--- config.mk ---
export PLATFORM = sky130hd
export DESIGN_NAME = truth_table_sweeper
export DESIGN_NICKNAME = d
export VERILOG_FILES = /design/src/rtl/truth_table_sweeper_pkg.sv /design/src/rtl/tt_settle_counter.sv /design/src/rtl/truth_table_sweeper.sv
export SDC_FILE = /design/constraint.sdc
export NUM_CORES = 1
export LEC_CHECK = 0
export ABC_AREA = 1
export CORE_MARGIN = 5
export CORE_UTILIZATION = 47
export CTS_BUF_LIST = sky130_fd_sc_hd__clkbuf_2
export CTS_CLUSTER_SIZE = 24
export DETAILED_ROUTE_END_ITERATION = 8
export GPL_ROUTABILITY_DRIVEN = 0
export GPL_TIMING_DRIVEN = 0
export HOLD_SLACK_MARGIN = 0.02
export PLACE_DENSITY_LB_ADDON = 0.15
export SKIP_CTS_REPAIR_TIMING = 1
export SYNTH_ARGS = -nofsm -noshare
export SYNTH_HDL_FRONTEND = slang
export SYNTH_SLANG_ARGS = --single-unit
--- constraint.sdc ---
create_clock -name clk -period 1.45 [get_ports clk]
set_clock_uncertainty 0.15 [all_clocks]
set_input_delay 0.29 -clock clk [delete_from_list [all_inputs] [get_ports clk]]
set_output_delay 0.29 -clock clk [all_outputs]
set_load 0.005 [all_outputs]
--- src/rtl/truth_table_sweeper_pkg.sv ---
// Shared definitions for the truth-table sweeper: FSM state encoding and
// minterm-count helper.
package truth_table_sweeper_pkg;

  typedef enum logic [1:0] {
    StIdle   = 2'd0,
    StSettle = 2'd1,
    StSample = 2'd2,
    StFinish = 2'd3
  } tt_state_e;

  // Number of input combinations swept for an n_in-input DUT.
  function automatic int unsigned minterm_count(input int unsigned n_in);
    return 32'd1 << n_in;
  endfunction

endpackage

--- src/rtl/tt_settle_counter.sv ---
// Loadable down-counter with a zero flag; times how long each minterm is held.
module tt_settle_counter #(
  parameter int unsigned Width = 1
) (
  input  logic             clk_i,
  input  logic             rst_i,
  input  logic             load_i,
  input  logic [Width-1:0] load_val_i,
  input  logic             dec_i,
  output logic             zero_o
);

  localparam logic [Width-1:0] CntOne = 1;

  logic [Width-1:0] cnt_d, cnt_q;

  // Load has priority over decrement; decrement saturates at zero.
  always_comb begin
    cnt_d = cnt_q;
    if (load_i) begin
      cnt_d = load_val_i;
    end else if (dec_i && (cnt_q != '0)) begin
      cnt_d = cnt_q - CntOne;
    end
  end

  // Counter register.
  always_ff @(posedge clk_i or posedge rst_i) begin
    if (rst_i) begin
      cnt_q <= '0;
    end else begin
      cnt_q <= cnt_d;
    end
  end

  assign zero_o = (cnt_q == '0);

endmodule

--- src/rtl/truth_table_sweeper.sv ---
// Sweeps every input combination of an attached N_IN-input, 1-output
// combinational DUT, holds each for SETTLE cycles, samples the output and
// compares it with a latched expected truth table.
// Optional macro TT_CAPTURE_EN adds the 'observed' capture port.
module truth_table_sweeper
  import truth_table_sweeper_pkg::*;
#(
  parameter int unsigned N_IN   = 2,
  parameter int unsigned SETTLE = 1
) (
  input  logic                 clk,
  input  logic                 rst,
  input  logic                 start,
  input  logic [2**N_IN-1:0]   expected,
  output logic [N_IN-1:0]      dut_in,
  input  logic                 dut_out,
  output logic                 busy,
  output logic                 done,
  output logic                 pass,
  output logic [N_IN:0]        mismatch_count,
  output logic [N_IN-1:0]      first_fail,
`ifdef TT_CAPTURE_EN
  output logic [2**N_IN-1:0]   observed,
`endif
  output logic                 first_fail_valid
);

  localparam int unsigned NumMin = minterm_count(N_IN);
  localparam int unsigned CntW   = (SETTLE > 1) ? $clog2(SETTLE) : 1;

  localparam logic [CntW-1:0] SettleLoad = CntW'(SETTLE - 1);
  localparam logic [N_IN-1:0] IdxOne     = 1;
  localparam logic [N_IN-1:0] IdxLast    = '1;
  localparam logic [N_IN:0]   CountOne   = 1;

  tt_state_e state_d, state_q;

  logic [NumMin-1:0] exp_d, exp_q;
  logic [N_IN-1:0]   idx_d, idx_q;
  logic [N_IN:0]     mc_d, mc_q;
  logic [N_IN-1:0]   ff_d, ff_q;
  logic              ffv_d, ffv_q;
  logic              pass_d, pass_q;
  logic              settle_load, settle_dec, settle_zero;
  logic              miss;
`ifdef TT_CAPTURE_EN
  logic [NumMin-1:0] obs_d, obs_q;
`endif

  tt_settle_counter #(
    .Width (CntW)
  ) u_settle (
    .clk_i      (clk),
    .rst_i      (rst),
    .load_i     (settle_load),
    .load_val_i (SettleLoad),
    .dec_i      (settle_dec),
    .zero_o     (settle_zero)
  );

  // Next-state logic: sweep sequencing, comparison and result accumulation.
  always_comb begin
    state_d     = state_q;
    exp_d       = exp_q;
    idx_d       = idx_q;
    mc_d        = mc_q;
    ff_d        = ff_q;
    ffv_d       = ffv_q;
    pass_d      = pass_q;
    settle_load = 1'b0;
    settle_dec  = 1'b0;
    miss        = (dut_out != exp_q[idx_q]);
`ifdef TT_CAPTURE_EN
    obs_d       = obs_q;
`endif
    case (state_q)
      StIdle: begin
        if (start) begin
          exp_d       = expected;
          idx_d       = '0;
          mc_d        = '0;
          ff_d        = '0;
          ffv_d       = 1'b0;
          pass_d      = 1'b0;
          settle_load = 1'b1;
          state_d     = StSettle;
`ifdef TT_CAPTURE_EN
          obs_d       = '0;
`endif
        end
      end
      StSettle: begin
        if (settle_zero) begin
          state_d = StSample;
        end else begin
          settle_dec = 1'b1;
        end
      end
      StSample: begin
`ifdef TT_CAPTURE_EN
        obs_d[idx_q] = dut_out;
`endif
        if (miss) begin
          mc_d = mc_q + CountOne;
          if (!ffv_q) begin
            ff_d  = idx_q;
            ffv_d = 1'b1;
          end
        end
        if (idx_q == IdxLast) begin
          // Pass is resolved here so it is already valid during the done pulse.
          pass_d  = (mc_d == '0);
          state_d = StFinish;
        end else begin
          idx_d       = idx_q + IdxOne;
          settle_load = 1'b1;
          state_d     = StSettle;
        end
      end
      StFinish: begin
        state_d = StIdle;
      end
      default: begin
        state_d = StIdle;
      end
    endcase
  end

  // State and result registers.
  always_ff @(posedge clk or posedge rst) begin
    if (rst) begin
      state_q <= StIdle;
      exp_q   <= '0;
      idx_q   <= '0;
      mc_q    <= '0;
      ff_q    <= '0;
      ffv_q   <= 1'b0;
      pass_q  <= 1'b0;
`ifdef TT_CAPTURE_EN
      obs_q   <= '0;
`endif
    end else begin
      state_q <= state_d;
      exp_q   <= exp_d;
      idx_q   <= idx_d;
      mc_q    <= mc_d;
      ff_q    <= ff_d;
      ffv_q   <= ffv_d;
      pass_q  <= pass_d;
`ifdef TT_CAPTURE_EN
      obs_q   <= obs_d;
`endif
    end
  end

  assign dut_in           = idx_q;
  assign busy             = (state_q == StSettle) || (state_q == StSample);
  assign done             = (state_q == StFinish);
  assign pass             = pass_q;
  assign mismatch_count   = mc_q;
  assign first_fail       = ff_q;
  assign first_fail_valid = ffv_q;
`ifdef TT_CAPTURE_EN
  assign observed         = obs_q;
`endif

endmodule

Word level (Yosys, flattened, before mapping)
Index checks and enable logic that the tools add are counted.
{"block": "op_classes", "n_addsub": 3, "magnitude_cmp": 1, "eq_ne": 11, "muxes": 28, "reduce_logical": 13}
{"op": "$mux 2", "n": 7}
{"op": "$ne 2x2->1 const B", "n": 6}
{"op": "$mux 1", "n": 10}
{"op": "$mux 3", "n": 3}
{"op": "$reduce_and 3->1", "n": 3}
{"op": "$pmux 2 s2", "n": 2}
{"op": "$pmux 2 s4", "n": 1}
{"op": "$eq 2x2->1 const B", "n": 3}
{"op": "$pmux 1 s2", "n": 3}
{"op": "$pmux 3 s2", "n": 1}
{"op": "$reduce_and 2->1", "n": 3}
{"op": "$reduce_and 4->1", "n": 1}
{"op": "$reduce_bool 2->1", "n": 2}
{"op": "$add 3x1->3 const B", "n": 1}
{"op": "$logic_not 3->1", "n": 1}
{"op": "$lt 2x3->1 const B", "n": 1}
{"op": "$add 2x1->2 const B", "n": 1}
{"op": "$bmux 1 s2", "n": 1}
{"op": "$eq 2x1->1 const B", "n": 1}
{"op": "$logic_not 2->1", "n": 1}
{"op": "$logic_and 1x1->1", "n": 1}
{"op": "$logic_or 1x1->1", "n": 1}
{"op": "$ne 1x1->1", "n": 1}
{"op": "$sub 1x1->1 const B", "n": 1}
{"block": "totals", "reg_bits": 16, "input_bits": 8, "out_inout_bits": 11}

Depth between registers and ports, before layout
{"block": "logic_depth", "word_depth": 8, "ltp_mapped": 10, "ltp_nobuf": 10}

Modules after synthesis
From an unflattened synthesis, not the netlist that was laid out.
{"block": "hier_totals", "hier_cells": 111, "area_unflattened_um2": 952.2}
{"mod": "truth_table_sweeper", "n_inst": 1, "cells_each": 103, "area_each_um2": 899.6, "seq_area_each_um2": 375.4}
{"mod": "tt_settle_counter", "n_inst": 1, "cells_each": 8, "area_each_um2": 52.6, "seq_area_each_um2": 25.0}

Least setup slack after synthesis
Ideal clock, no wire load.
{"block": "synth_timing", "path_kind": "reg-to-reg", "startpoint": "register state_q[0]", "endpoint": "register idx_q[1] (netlist: dut_in[1])", "setup_ns": 0.126, "arrival_time_ns": 1.280, "path_slack_ns": -0.107, "stages_incl_launch_ff": 8, "n_path_buf": 0, "path_cell_list": "dfrtp_1 inv_1 ha_1 inv_1 o21ai_2 inv_1 nor2_1 o21ai_0"}
{"block": "synth_via", "elab_chain_len": 3, "elab_cells_between_ends": 7}
{"item": "start: declaration", "line": "truth_table_sweeper.sv:36", "rtl": "tt_state_e state_d, state_q;"}
{"item": "start signal: assignment", "line": "truth_table_sweeper.sv:132", "rtl": "state_q <= StIdle;"}
{"item": "start signal: assignment", "line": "truth_table_sweeper.sv:143", "rtl": "state_q <= state_d;"}
{"item": "$eq 2x2->1 / $logic_not 2->1 (equally long branches)", "line": "truth_table_sweeper.sv:76", "rtl": "case (state_q)"}
{"item": "$ne 2x2->1 (no source line) / $reduce_bool 2->1 (equally long branches)"}
{"item": "$reduce_and 3->1 (no source line)"}
{"item": "end signal: assignment", "line": "truth_table_sweeper.sv:145", "rtl": "idx_q <= idx_d;"}
{"item": "end: declaration", "line": "truth_table_sweeper.sv:39", "rtl": "logic [N_IN-1:0] idx_d, idx_q;"}
Several ways; a longest one is shown, not always the timed one.
A chain may end at the register's enable or synchronous reset.

Worst setup path in the final report
{"block": "layout_timing", "startpoint": "register state_q[1]", "endpoint": "output port done"}
{"block": "layout_via", "elab_chain_len": 1}
{"item": "$eq 2x2->1", "line": "truth_table_sweeper.sv:158", "rtl": "assign done = (state_q == StFinish);"}
{"item": "end: declaration", "line": "truth_table_sweeper.sv:18", "rtl": "output logic done,"}
No other way between the ends.

==> metrics.md <==
| Metric | Value |
|---|---|
| Outcome | `finished, violations left` |
| Failing checks | `setup timing` |
| Type of origin of the critical path | `register` |
| Post-synth top area share | `0.4354` |
| Antenna Cells | `0` |
| Overall power | `2.998 mW` |
| WHS | `0.1745 ns` |
| CORE AREA | `0.001922 sq mm` |
| Initial antenna violation count | `0` |
| WP depth | `3` |
| Global-route wire length before repair | `3.208 mm` |
| Synth Area in Adders | `0.09524` |
| WP data arrival | `1.26 ns` |
| Min Tclk post-route | `1.702 ns` |
| DP Cell Count | `160` |
| Seq/Total Area, Yosys | `0.4354` |
| Hold Crit Class | `input pin to asynchronous set/reset pin` |
| Post-route ant nets | `0` |
| Routed WL per cell | `12.59 microns` |
| Compound-Gate Fraction of Synth Area | `0.08027` |
| Slew Limit Fails | `0` |
| H-tree level count | `1` |
| Mux share of post-synthesis cell area | `0` |
| Synth cell types | `18` |
| Net Count, Synth | `130` |
| Period utilization | `1.174` |
| Fin cells | `177` |
| FP Rows | `16` |
| CTS clk-pin slew, worst paths | `0.18 ns` |
| Placed Area | `0.001154 sq mm` |
| Slew HR | `0.5786` |
| Full die area | `0.002941 sq mm` |
| Post-Route WL | `2.229 mm` |
| Mapped Cells | `115` |
| Clk_lat worst skew | `0.31 ns` |
| GRT overflow | `0` |
| Unrepaired setup endpoints after global routing | `yes` |
| Post-Syn Area | `919.6 sq um` |
| Worst Path Buf+Inv | `2` |
| Vias in the first global route | `797` |
| Die X | `54.24 microns` |
| Synth area leader | `dfrtp_1` |
| Crit path cell chain | `buf_4 -> ha_1 -> dlymetal6s2s_1` |
| Cell chosen for the clock root | `clkbuf_2` |
| Yosys reg bits | `16` |
| Layout area overhead | `57.14%` |
| Pre-CTS WS | `-0.2942 ns` |
| Post-layout util | `0.7520` |
| Fmax | `587.6 MHz` |
| Die height | `54.24 microns` |
| I/O Buffers | `18` |
| Final setup violation count | `9` |
| Setup TNS | `-0.8290 ns` |
| Starting Density | `0.4785` |
| Max FO, Critical Path | `4` |
| Worst Setup End Kind | `primary output` |
| Vias | `865` |
| Critical path's largest stage delay | `0.49 ns` |
| TritonCTS Buffers | `3` |
| Crit-path slowest cell | `dfrtp_2` |
| Synth Area in Simple Gates | `0.3061` |
| Layout cells sized above 1 | `0.3733` |
| Leakage Power | `0.8348 nW` |
| Avg Vias per Cell | `4.887` |
| Synthesis Warnings | `0` |
| CTS sink count | `16` |
| WP data required | `1.01 ns` |
| Detailed Place HPWL | `1.550 mm` |
| Worst vdd ir | `1.218 mV` |
| Syn_area_per_cell | `7.997 sq um` |
| Finished Cell Area | `0.001445 sq mm` |
| Total Nets Final | `166` |
| Fin. Hold Viols | `0` |
| Largest buffer count on any clock path | `2` |
| Largest family of logic cells by synthesized area | `simple AND/OR/NAND/NOR gates` |
| Post-synthesis xor/xnor area fraction | `0.009524` |
| Gr usage total | `0.1511` |
| # DRC | `0` |
| Largest net degree at the start of global routing | `17` |
| Ports | `19` |
| TritonCTS clock tree | `done` |
| Fin worst setup slack | `-0.2519 ns` |
| Reg2reg path depth | `8` |
| Synth area leaders | `dfrtp_1 (44%), nand2_1 (13%), ha_1 (9.5%)` |
| FILL cells | `155` |
| Drt first pass iters | `4` |
| Pin slew with the least headroom to its limit | `0.6314 ns` |
| Critical path class | `register to primary output` |
| DRT iter0 DRCs | `8` |
| Maxcap violations | `0` |
| CP delay by family, top | `flip-flops` |
| Power Density | `2075 mW/mm^2` |
-- cells in the final DEF, fill, tap and decap left out, types with 2 or more instances in the layout --
cell | synthesis | final
inv_4 | 0 | 3
dfrtp_2 | 0 | 3
ha_1 | 7 | 3
o21ai_0 | 5 | 5
nand3_1 | 14 | 11
inv_2 | 1 | 5
nand3_4 | 0 | 3
buf_4 | 0 | 12
clkdlybuf4s50_1 | 0 | 7
nand2_1 | 31 | 24
inv_1 | 17 | 10
nor2_4 | 0 | 2
dlymetal6s2s_1 | 0 | 10
o21ai_1 | 3 | 3
o22ai_1 | 2 | 2
nand3_2 | 3 | 3
nor2_1 | 5 | 3
dfrtp_1 | 16 | 13
clkbuf_2 | 0 | 4
nand2_4 | 0 | 5
nand2_2 | 5 | 7
ha_4 | 0 | 3
-- area by class of cell --
cell class	instances	area (sq um)	share of cell area
Multi-Input combinational cell	81	611.8	0.4234
Tap cell	27	33.78	0.02338
Inverter	18	75.07	0.05195
Clock inverter	1	3.754	0.002597
Sequential cell	16	404.1	0.2797
Clock buffer	3	15.01	0.01039
Timing Repair Buffer	31	301.5	0.2087
-- kinds of logic (layout without fill, tap and decap cells) --
kind of cell               Yosys count  count (layout)
and+or+nand+nor                     60              60
buffers and inverters               18              53
DFF                                 16              16
AOI/OAI and AO/OA                   13              13
adders and majority gates            7               7
xor gates and xnor gates             1               1
-- layer usage --
| layer | vias to the layer above | global-route usage | part of all wire |
|---|---|---|---|
| met1 | 405 | 0.1715 | 0.40 |
| met5 | - | 0 | 0 |
| li1 | 438 | - | - |
| met2 | 17 | 0.2769 | 0.54 |
| met4 | 0 | 0.06224 | 0.015 |
| met3 | 5 | 0.02452 | 0.039 |
-- cells in the mapped netlist --
master	instances
nand2_1	31
inv_1	17
dfrtp_1	16
nand3_1	14
ha_1	7
nand2_2	5
nor2_1	5
o21ai_0	5
nand3_2	3
o21ai_1	3
o22ai_1	2
a21boi_0	1
a21oi_1	1
inv_2	1
nor2_2	1
nor4b_1	1
o21ai_2	1
xnor2_1	1
-- power breakdown --
group	switching, mW	internal (mW)	total (mW)
registers	0.174	0.620	0.794
clock network	0.153	0.0599	0.213
logic	1.06	0.927	1.99
-- state kept, by name, indices dropped and copies added, names as in the netlist --
register          count
exp_q                 4
first_fail            2
u_settle.cnt_q        1
first_fail_valid      1
state_q               2
mismatch_count        3
pass                  1
dut_in                2
-- path summary, 6_finish.rpt --
check	from	end	slack [ns]
max reg2reg	state_q[1]	dut_in[0]	-0.12
max	state_q[1]	done	-0.25
min reg2reg	first_fail[1]	first_fail[1]	0.35
min	rst	first_fail[1]	0.17
min in group clk	first_fail[1]	first_fail[1]	0.35
max in group asynchronous	rst	dut_in[0]	0.50
Power figures use the tool's default switching activity.
